**src/rtl/demux_pkg.sv**
```systemverilog
// ============================================================================
//  demux_pkg : shared constants and types for the 64-bit buffered demux
//  Revision  : 1.0
// ============================================================================
`default_nettype none

package demux_pkg;

    localparam int DEMUX_WIDTH = 64;
    localparam int DEMUX_DEPTH = 2;
    localparam int DEMUX_CW    = 16;
    localparam int DEMUX_OUTS  = 2;

    typedef logic [DEMUX_WIDTH-1:0] word_t;

endpackage : demux_pkg

`default_nettype wire

```
**src/rtl/fifo_buf.sv**
```systemverilog
// ============================================================================
//  fifo_buf : per-output FIFO with occupancy and accepted-word counter
//  Revision : 1.0
// ============================================================================
`default_nettype none

module fifo_buf #(
    parameter int WIDTH = 64,
    parameter int DEPTH = 2,
    parameter int CW    = 16
) (
    input  logic                     clk,
    input  logic                     reset,
    input  logic                     push,
    input  logic [WIDTH-1:0]         push_data,
    output logic [WIDTH-1:0]         out_data,
    output logic                     out_valid,
    input  logic                     out_ready,
    output logic [$clog2(DEPTH):0]   count,
    output logic [CW-1:0]            acc,
    output logic                     full
);

    localparam int             AW         = $clog2(DEPTH);
    localparam logic [AW:0]    FULL_COUNT = (AW+1)'(DEPTH);

    logic [WIDTH-1:0] mem [DEPTH];
    logic [AW-1:0]    wr_ptr;
    logic [AW-1:0]    rd_ptr;
    logic             pop;

    assign out_valid = (count != '0);
    assign full      = (count == FULL_COUNT);
    assign pop       = out_valid && out_ready;
    assign out_data  = mem[rd_ptr];

    // Push is already qualified with !full by the caller.
    always_ff @(posedge clk or posedge reset) begin
        if (reset) begin
            for (int i = 0; i < DEPTH; i++) begin
                mem[i] <= '0;
            end
            wr_ptr <= '0;
            rd_ptr <= '0;
            count  <= '0;
            acc    <= '0;
        end else begin
            if (push) begin
                mem[wr_ptr] <= push_data;
                wr_ptr      <= wr_ptr + AW'(1);
                acc         <= acc + CW'(1);
            end
            if (pop) begin
                rd_ptr <= rd_ptr + AW'(1);
            end
            case ({push, pop})
                2'b10:   count <= count + (AW+1)'(1);
                2'b01:   count <= count - (AW+1)'(1);
                default: count <= count;
            endcase
        end
    end

endmodule : fifo_buf

`default_nettype wire

```
**src/rtl/demux64_2_buf.sv**
```systemverilog
// ============================================================================
//  demux64_2_buf : valid/ready 1-to-2 demultiplexer with a FIFO per output
//  Revision      : 1.0
// ============================================================================
`default_nettype none

module demux64_2_buf
    import demux_pkg::*;
#(
    parameter int WIDTH = DEMUX_WIDTH,
    parameter int DEPTH = DEMUX_DEPTH,
    parameter int CW    = DEMUX_CW
) (
    input  logic                     clk,
    input  logic                     reset,
    input  logic [WIDTH-1:0]         in_data,
    input  logic                     in_sel,
    input  logic                     in_valid,
    output logic                     in_ready,
    output logic [WIDTH-1:0]         out0_data,
    output logic [WIDTH-1:0]         out1_data,
    output logic                     out0_valid,
    output logic                     out1_valid,
    input  logic                     out0_ready,
    input  logic                     out1_ready,
    output logic [$clog2(DEPTH):0]   count0,
    output logic [$clog2(DEPTH):0]   count1,
    output logic [CW-1:0]            acc0,
    output logic [CW-1:0]            acc1
);

    logic [WIDTH-1:0]        fifo_data  [DEMUX_OUTS];
    logic                    fifo_valid [DEMUX_OUTS];
    logic                    fifo_ready [DEMUX_OUTS];
    logic [$clog2(DEPTH):0]  fifo_count [DEMUX_OUTS];
    logic [CW-1:0]           fifo_acc   [DEMUX_OUTS];
    logic                    fifo_full  [DEMUX_OUTS];
    logic                    push       [DEMUX_OUTS];

    // Ready depends only on the selected FIFO's occupancy: no pass-through.
    assign in_ready = !fifo_full[in_sel];

    assign fifo_ready[0] = out0_ready;
    assign fifo_ready[1] = out1_ready;

    generate
        for (genvar k = 0; k < DEMUX_OUTS; k++) begin : g_out
            assign push[k] = in_valid && in_ready && (in_sel == 1'(k));

            fifo_buf #(
                .WIDTH (WIDTH),
                .DEPTH (DEPTH),
                .CW    (CW)
            ) u_fifo (
                .clk       (clk),
                .reset     (reset),
                .push      (push[k]),
                .push_data (in_data),
                .out_data  (fifo_data[k]),
                .out_valid (fifo_valid[k]),
                .out_ready (fifo_ready[k]),
                .count     (fifo_count[k]),
                .acc       (fifo_acc[k]),
                .full      (fifo_full[k])
            );
        end
    endgenerate

    assign out0_data  = fifo_data[0];
    assign out1_data  = fifo_data[1];
    assign out0_valid = fifo_valid[0];
    assign out1_valid = fifo_valid[1];
    assign count0     = fifo_count[0];
    assign count1     = fifo_count[1];
    assign acc0       = fifo_acc[0];
    assign acc1       = fifo_acc[1];

endmodule : demux64_2_buf

`default_nettype wire

```
**config.mk**
```make
export PLATFORM = sky130hd
export DESIGN_NAME = demux64_2_buf
export DESIGN_NICKNAME = d
export VERILOG_FILES = /design/src/rtl/demux_pkg.sv /design/src/rtl/fifo_buf.sv /design/src/rtl/demux64_2_buf.sv
export SDC_FILE = /design/constraint.sdc
export NUM_CORES = 1
export LEC_CHECK = 0
export CORE_AREA = 2 2 161 163
export DETAILED_ROUTE_END_ITERATION = 8
export DIE_AREA = 0 0 163 165
export DONT_BUFFER_PORTS = 1
export PLACE_DENSITY = 0.65
export SKIP_LAST_GASP = 1
export SYNTH_ARGS = -nofsm -noshare
export SYNTH_HDL_FRONTEND = slang
export SYNTH_HIERARCHICAL = 1
export SYNTH_SLANG_ARGS = --single-unit
```
**constraint.sdc**
```tcl
create_clock -name clk -period 5.35 [get_ports clk]
set_input_delay 0.535 -clock clk [delete_from_list [all_inputs] [get_ports clk]]
set_output_delay 0.535 -clock clk [all_outputs]
set_load 0.005 [all_outputs]
```
==> out/summary.txt, run 1 <==
R2R Path Start: g_out[0].u_fifo/count[1]
dpl cells: 1132
clock share of power: 25.6%
H-tree levels: 1
CTS tree: done
EDFF count, synth: 0
Final #Nets: 909
Cells after Synth: 839
Int Pwr: 6.20 mW
Worst Clk Skew: 0.00914 ns
dominant synthesized flop cell: dfrtp_1
most frequent cells in the layout: dfrtp_1 (294), mux2_1 (213), mux2_2 (173)
Clk pin slew, worst setup/hold paths: 0.06 ns
die width: 163 um
DRC Markers: 0
RSZ-0062 raised after global routing: no
fraction of layout cells with a size suffix above 1: 29.3%
total grt overflow: 0
Slew Limit Fails: 0
fin util: 56.8%
Die ar.: 0.0269 mm2
die height: 165 um
antenna cell count: 0
GP Congestion: 0.740
Final Instance Count excl. Fillers: 1187
clk sink count: 296
DR pass1 iterations: 4
critical path class: flip-flop to output pin
initial antenna violation count: 0
DR vias/cell: 5.71
vias in the first global route: 7602
Final Setup Violations: 0
Min-Delay Path Class: input pin to async pin
Initial Util: 51.6%
first-pass GRT wire length: 41500 um
sequential power share: 44.7%
Comb power frac: 29.7%
GRT Util Overall: 19.7%
hold buffers post-CTS: 0
register bit count reported by yosys: 296
clk_lat worst skew: 0.54 ns
max frequency: 325 MHz
Post-Syn Area: 0.0129 mm2
average wire per standard cell: 22.4 um
# rows: 58
Psw: 2.74 mW
final hold vios: 15
power density cells: 630 mW/mm2
final period utilization: 57.4%
post-synthesis sequential area ratio: 57.4%
critical-path maximum fanout: 39
drt total wl: 26600 um
Static Leakage: 6.17 nW
post-route ant nets: 0
Max IR drop VDD: 393 uV
status: finished with violations
Max-Cap Viols: 0
pre-CTS setup slack: 2.66 ns
Area Growth Syn to Fin: 10.1%
initial DRC count: 233
Syn. warnings: 6
Syn Nets: 913
Root Driver: clkbuf_16
most common library cell in the layout ignoring fill and taps: dfrtp_1
Hold Slack: -0.0255 ns
Min Clock Period, post-route: 3.07 ns
Req. time, crit path: 4.82 ns
CP startpoint kind: flip-flop
Reg2Reg Depth: 5
TritonCTS Buffers: 31
Sw Ratio: 30.7%
# IOs: 237
largest net degree at the start of global routing: 99
setup tns final: 0 ns
Pwr Total: 8.95 mW
Avg Cell Area, Syn: 15.4 um2
failing checks: negative hold slack
Worst-Margin Slew: 1.07 ns
core area: 0.0250 mm2
Detailed Place HPWL: 17100 um
fin worst setup slack: 2.28 ns
Post-synth ARST share: 100%
DR vias: 6774
port bufs: 0
Worst setup EP type: output pin
Critical Path AT: 2.54 ns
R2R Path End: g_out[0].u_fifo/mem[2]
flop-to-flop setup slack: 2.62 ns
post-cts resize count: 0
postcts setup bufs: 0
clock buffer depth: 3
Rel. slew slack: 28.5%
number of distinct library cells after synthesis: 26
==> Yosys cell counts, types with 2 or more instances <==
cell type / instances / area, um2
and2_1: 2 / 12.5
buf_2: 26 / 130
buf_4: 4 / 30.0
buf_6: 12 / 135
dfrtp_1: 296 / 7410
ha_1: 4 / 50.1
inv_1: 8 / 30.0
mux2_1: 213 / 2400
mux2_2: 173 / 1950
nand2_1: 8 / 30.0
nand2_2: 2 / 12.5
nand2b_1: 2 / 12.5
nand3_1: 8 / 40.0
nand4_1: 6 / 37.5
nand4_2: 2 / 25.0
nand4_4: 2 / 42.5
nor2_1: 8 / 30.0
nor2b_1: 2 / 12.5
nor3_1: 8 / 40.0
nor4_2: 8 / 100
or2_2: 2 / 12.5
xnor2_1: 14 / 123
xor2_1: 26 / 228
==> sequential cells by signal, indices dropped and copies added, names as in the netlist <==
signal	flops
g_out.u_fifo/acc	32
g_out.u_fifo/count	4
g_out.u_fifo/mem	256
g_out.u_fifo/rd_ptr	2
g_out.u_fifo/wr_ptr	2
==> worst max-delay path by stage <==
stage,startpoint,to,slack (ns),depth (start not counted)
4_1_cts,g_out[0].u_fifo/rd_ptr,out0_data[63],2.20,2
3_5_place_dp,g_out[0].u_fifo/count[1],g_out[0].u_fifo/mem[89],2.66,5
3_3_place_gp,g_out[0].u_fifo/count[1],g_out[0].u_fifo/mem[103],2.69,5
6_report,g_out[0].u_fifo/rd_ptr,out0_data[63],2.28,2
5_1_grt,g_out[0].u_fifo/rd_ptr,out0_data[58],2.11,2
2_1_floorplan,reset,g_out[0].u_fifo/acc[0],0.84,1
==> critical path, cell delays in order (launching register included) <==
cell	delay [ns]
dfrtp_2	1.04
buf_4	0.52
mux2_2	0.43
==> area by class of cell <==
cell class,count,area [um2]
inverters,8,40.0
repair buffers,5,37.5
flip-flops and latches,296,7410
multi-input cells,493,5210
clock buffers,38,832
clock inverters,17,278
fillers,1953,10800
well taps,330,413
==> power groups by stage <==
stage | Combinational, mW | Clock (mW) | Sequential [mW]
2_1_floorplan | 2.28 | 0 | 3.72
3_3_place_gp | 2.61 | 0 | 3.95
3_5_place_dp | 2.70 | 0 | 4.04
4_1_cts | 2.72 | 2.36 | 4.01
5_1_grt | 2.89 | 2.45 | 4.15
6_report | 2.66 | 2.29 | 4.00
==> layer usage <==
layer  up-vias  global-route usage (%)  wire length, um
li1       2968                       -                -
met1      3587                    23.5            10700
met2       185                    34.7            13200
met3        34                    7.03             2300
met4         0                    3.94              428
met5         -                       0                0
==> logic make-up (layout without fill, tap and decap cells) <==
logic type | after synthesis | after routing | synth area share (%)
muxes | 387 | 387 | 33.7
DFF | 296 | 296 | 57.4
and+or+nand+nor | 62 | 62 | 3.28
buffers and inverters | 50 | 68 | 2.52
xor gates and xnor gates | 40 | 40 | 2.71
adders and majority gates | 4 | 4 | 0.388
==> metrics by stage <==
stage	hold WS (ns)	area (um2)
after floorplan	0.459	12900
after detailed placement	0.475	13100
after global routing	0.0309	14200
after CTS	0.0146	14200
after global placement	0.468	13100
final	-0.0255	14200
(Power assumes the default switching activity.)
==> run 2, diff against run 1 <==
--- a/config.mk
+++ b/config.mk
@@ -9,7 +9,7 @@
 export DETAILED_ROUTE_END_ITERATION = 8
 export DIE_AREA = 0 0 163 165
 export DONT_BUFFER_PORTS = 1
-export PLACE_DENSITY = 0.65
+export PLACE_DENSITY = 0.67
 export SKIP_LAST_GASP = 1
 export SYNTH_ARGS = -nofsm -noshare
 export SYNTH_HDL_FRONTEND = slang
==> constraint.sdc (replaced) <==
create_clock -name clk -period 2.69 [get_ports clk]
set_input_delay 0.269 -clock clk [delete_from_list [all_inputs] [get_ports clk]]
set_output_delay 0.269 -clock clk [all_outputs]
set_load 0.005 [all_outputs]
==> out/summary.txt, run 2 (same netlist as run 1, synthesis figures left out) <==
status: finished, final reports clean
power density cells: 1180 mW/mm2
Min Clock Period, post-route: 2.15 ns
Int Pwr: 11.9 mW
dpl cells: 1141
Psw: 5.52 mW
first-pass GRT wire length: 44400 um
Min-Delay Path Class: input pin to flip-flop
core area: 0.0250 mm2
total grt overflow: 0
DR vias: 7003
RSZ-0062 raised after global routing: no
# rows: 58
Final #Nets: 982
Sw Ratio: 31.6%
max reg flops: 256
critical path class: flip-flop to output pin
DR vias/cell: 5.57
CTS tree: done
crit-path max cell delay: 0.48 ns
Final Setup Violations: 0
Biggest register: g_out.u_fifo/mem
clock buffer depth: 3
clk_lat worst skew: 0.54 ns
wire length on met2: 13800 um
GRT Util Overall: 20.8%
die width: 163 um
Final Instance Count excl. Fillers: 1258
DRC Markers: 0
average wire per standard cell: 21.9 um
Critical Path AT: 1.88 ns
H-tree levels: 1
final hold vios: 0
drt total wl: 27600 um
Detailed Place HPWL: 17400 um
fraction of layout cells with a size suffix above 1: 27.3%
critical-path maximum fanout: 37
Top Family by Delay on Critical Path: buffers and inverters
clock share of power: 22.8%
topmost layer with routed signal wires: met4
Top Registers: g_out.u_fifo/mem x256, g_out.u_fifo/acc x32, g_out.u_fifo/count x4
vias in the first global route: 7992
Slew Limit Fails: 0
initial antenna violation count: 0
final period utilization: 79.8%
Max IR drop VDD: 611 uV
DR pass1 iterations: 4
met1 WL: 11200 um
Worst-Margin Slew: 0.845 ns
worst path bufs/invs: 1
TritonCTS Buffers: 30
Comb power frac: 32.9%
port bufs: 0
# IOs: 237
Static Leakage: 6.45 nW
Area Growth Syn to Fin: 14.8%
CP max stage cell: buf_4
initial DRC count: 305
CP cell instances: buf_4, mux2_2
Worst Clk Skew: 0.0129 ns
sequential power share: 44.2%
max frequency: 466 MHz
GP Congestion: 0.761
Rel. slew slack: 43.7%
Root Driver: clkbuf_16
setup tns final: 0 ns
met3 routed WL: 1910 um
Die ar.: 0.0269 mm2
Req. time, crit path: 2.42 ns
CP startpoint kind: flip-flop
antenna cell count: 0
largest net degree at the start of global routing: 149
Clk pin slew, worst setup/hold paths: 0.06 ns
most frequent cells in the layout: dfrtp_1 (294), mux2_1 (213), mux2_2 (173)
most common library cell in the layout ignoring fill and taps: dfrtp_1
Max-Cap Viols: 0
Initial Util: 51.6%
clk sink count: 296
Worst setup EP type: output pin
post-route ant nets: 0
die height: 165 um
-- run 2: changes by cell type in the layout (fill, tap and decap cells not counted), sizes merged --
cell	previous run	this run
buf	5	14
bufinv	7	1
clkbuf	38	45
dlygate4sd3	0	65
clkinv	3	6
inv	8	6
clkinvlp	7	2
-- run 2: final timing paths --
kind,cells past startpoint,slack (ns),start,endpoint
worst max-delay path,2,0.54,g_out[0].u_fifo/rd_ptr,out0_data[25]
worst max register to register,6,0.65,g_out[0].u_fifo/count[1],g_out[0].u_fifo/mem[93]
worst min register to register,1,0.49,g_out[1].u_fifo/mem[72],g_out[1].u_fifo/mem[72]
min in group asynchronous,3,0.48,reset,g_out[0].u_fifo/mem[103]
max in group asynchronous,3,1.51,reset,g_out[0].u_fifo/rd_ptr
worst min-delay path,2,0.02,out1_ready,g_out[1].u_fifo/rd_ptr
-- run 2: power groups by stage --
stage / clock network [mW] / logic, mW / registers (mW)
finish: 3.98 / 5.75 / 7.73
CTS: 4.10 / 5.86 / 7.74
global route: 4.30 / 6.24 / 8.03
floorplan: 0 / 4.54 / 7.39
detailed placement: 0 / 5.71 / 7.81
global placement: 0 / 5.51 / 7.60
-- run 2: layout make-up --
cell class,instances,area [um2]
flip-flops and latches,296,7410
repair buffers,79,806
well taps,330,413
inverters,8,37.5
fillers,1966,10200
clock buffers,45,888
multi-input cells,493,5210
clock inverters,7,60.1
-- run 2: per-stage QoR --
stage | power [mW] | hold slack (ns) | setup slack [ns] | util (%) | cell area [um2]
2_1_floorplan | 11.9 | 0.401 | 0.560 | - | 12900
3_3_place_gp | 13.1 | 0.402 | 0.642 | 52.8 | 13200
3_5_place_dp | 13.5 | 0.404 | 0.641 | 52.8 | 13200
4_1_cts | 17.7 | 0.00362 | 0.498 | 59.2 | 14800
5_1_grt | 18.6 | 0.0205 | 0.462 | 59.2 | 14800
6_report | 17.5 | 0.0207 | 0.543 | 59.2 | 14800
-- run 2: what timing repair did --
item / 4_1_cts / 5_1_grt
hold buffers: 65 / 0
setup buffers: 0 / 0
gates resized for setup: 0 / 0
setup endpoints to repair: 0 / 0
endpoints found under the hold margin: 552 / 0
-- run 2: routing by layer --
layer	vias up	track usage, %
li1	3120	-
met5	-	0
met4	0	5.63
met3	40	5.73
met2	197	36.4
met1	3646	25.6
==> run 3, diff against run 2 <==
--- a/config.mk
+++ b/config.mk
@@ -9,7 +9,7 @@
 export DETAILED_ROUTE_END_ITERATION = 8
 export DIE_AREA = 0 0 163 165
 export DONT_BUFFER_PORTS = 1
-export PLACE_DENSITY = 0.67
+export PLACE_DENSITY = 0.65
 export SKIP_LAST_GASP = 1
 export SYNTH_ARGS = -nofsm -noshare
 export SYNTH_HDL_FRONTEND = slang
==> constraint.sdc (replaced) <==
create_clock -name clk -period 2.1 [get_ports clk]
set_input_delay 0.21 -clock clk [delete_from_list [all_inputs] [get_ports clk]]
set_output_delay 0.21 -clock clk [all_outputs]
set_load 0.005 [all_outputs]
==> out/summary.txt, run 3 (same netlist as run 1, synthesis figures left out) <==
R2R Path End: g_out[0].u_fifo/mem[91]
Pwr Total: 22.6 mW
average wire per standard cell: 21.5 um
power density cells: 1500 mW/mm2
die height: 165 um
critical-path maximum fanout: 31
Max IR drop VDD: 823 uV
Worst setup EP type: output pin
critical path class: flip-flop to output pin
postcts setup bufs: 0
total grt overflow: 0
clk sink count: 296
Critical Path AT: 1.80 ns
final hold vios: 0
antenna cell count: 0
Min Clock Period, post-route: 2.01 ns
CTS tree: done
Root Driver: clkbuf_16
R2R Path Start: g_out[0].u_fifo/count[1]
Clk pin slew, worst setup/hold paths: 0.06 ns
clk_lat worst skew: 0.55 ns
GP Congestion: 0.803
Area Growth Syn to Fin: 16.9%
final instance area: 0.0151 mm2
Final #Nets: 996
Reg2Reg Depth: 6
flop-to-flop setup slack: 0.09 ns
port bufs: 0
DR vias: 7109
RSZ-0062 raised after global routing: yes
H-tree levels: 1
fraction of layout cells with a size suffix above 1: 28.0%
most common library cell in the layout ignoring fill and taps: dfrtp_1
Rel. slew slack: 49.4%
final period utilization: 95.8%
Top Registers: g_out.u_fifo/mem x256, g_out.u_fifo/acc x32, g_out.u_fifo/count x4
Req. time, crit path: 1.89 ns
Max-Cap Viols: 0
clock buffer depth: 3
first-pass GRT wire length: 43600 um
hold depth: 2
setup tns final: 0 ns
max reg flops: 256
DRC Markers: 0
# rows: 58
status: finished, final reports clean
Biggest register: g_out.u_fifo/mem
TritonCTS Buffers: 31
crit-path max cell delay: 0.44 ns
CP startpoint kind: flip-flop
Initial Util: 51.6%
core area: 0.0250 mm2
Min-Delay Path Class: input pin to flip-flop
Worst-Margin Slew: 0.759 ns
Post-DP Area: 0.0134 mm2
most frequent cells in the layout: dfrtp_1 (294), mux2_1 (213), mux2_2 (173)
largest net degree at the start of global routing: 91
CP cell instances: buf_4, mux2_2
Die ar.: 0.0269 mm2
DR vias/cell: 5.58
Worst Clk Skew: 0.0147 ns
Hold Path Sink: g_out[1].u_fifo/wr_ptr
max frequency: 497 MHz
DR pass1 iterations: 4
Detailed Place HPWL: 18400 um
initial antenna violation count: 0
Top Family by Delay on Critical Path: multiplexers
vias in the first global route: 7826
CP max stage cell: mux2_2
initial DRC count: 279
GRT Util Overall: 20.5%
Static Leakage: 6.57 nW
Slew Limit Fails: 0
worst path bufs/invs: 1
# IOs: 237
min-delay src: in_sel
post-route ant nets: 0
drt total wl: 27400 um
Final Setup Violations: 0
die width: 163 um
-- run 3: layout make-up --
cell class	count	area, um2
multi-input cells	493	5220
fillers	1894	9950
flip-flops and latches	296	7410
repair buffers	92	1040
clock buffers	52	955
clock inverters	4	23.8
well taps	330	413
inverters	8	37.5
-- run 3: how the worst max path moves through the flow --
stage / from / to / cells after the start
6_report: g_out[1].u_fifo/rd_ptr / out1_data[63] / 2
5_1_grt: g_out[0].u_fifo/count[1] / g_out[0].u_fifo/mem[91] / 6
4_1_cts: g_out[1].u_fifo/rd_ptr / out1_data[63] / 2
3_5_place_dp: g_out[0].u_fifo/count[1] / g_out[0].u_fifo/mem[51] / 6
3_3_place_gp: g_out[0].u_fifo/count[1] / g_out[0].u_fifo/mem[63] / 6
2_1_floorplan: reset / g_out[0].u_fifo/acc[0] / 1
-- run 3: timing repair --
action,in CTS,in global routing
endpoints found under the setup margin,0,16
hold buffers,68,0
endpoints found under the hold margin,555,0
gates resized for setup,0,2
-- run 3: metal layers --
| layer | vias up | part of all wire [%] | global-route usage [%] |
|---|---|---|---|
| li1 | 3155 | - | - |
| met1 | 3710 | 42 | 26.0 |
| met2 | 204 | 50 | 35.0 |
| met3 | 40 | 6.4 | 5.70 |
| met4 | 0 | 2.2 | 5.23 |
| met5 | - | 0 | 0 |
-- run 3: stage by stage --
| stage | utilization (%) | instances | hold slack [ns] | worst slack, ns |
|---|---|---|---|---|
| after floorplan | - | 839 | 0.342 | 0.0290 |
| after global placement | 53.6 | 1151 | 0.242 | 0.166 |
| after detailed placement | 53.6 | 1151 | 0.255 | 0.123 |
| after global routing | 60.3 | 1275 | 0.105 | -0.0166 |
| final | 60.3 | 1275 | 0.106 | 0.0883 |
| after CTS | 60.2 | 1275 | 0.0749 | 0.0412 |
-- run 3: where the power goes --
part | switching, mW | internal [mW]
Clock | 2.10 | 3.06
Combinational | 3.50 | 4.03
Sequential | 1.47 | 8.41
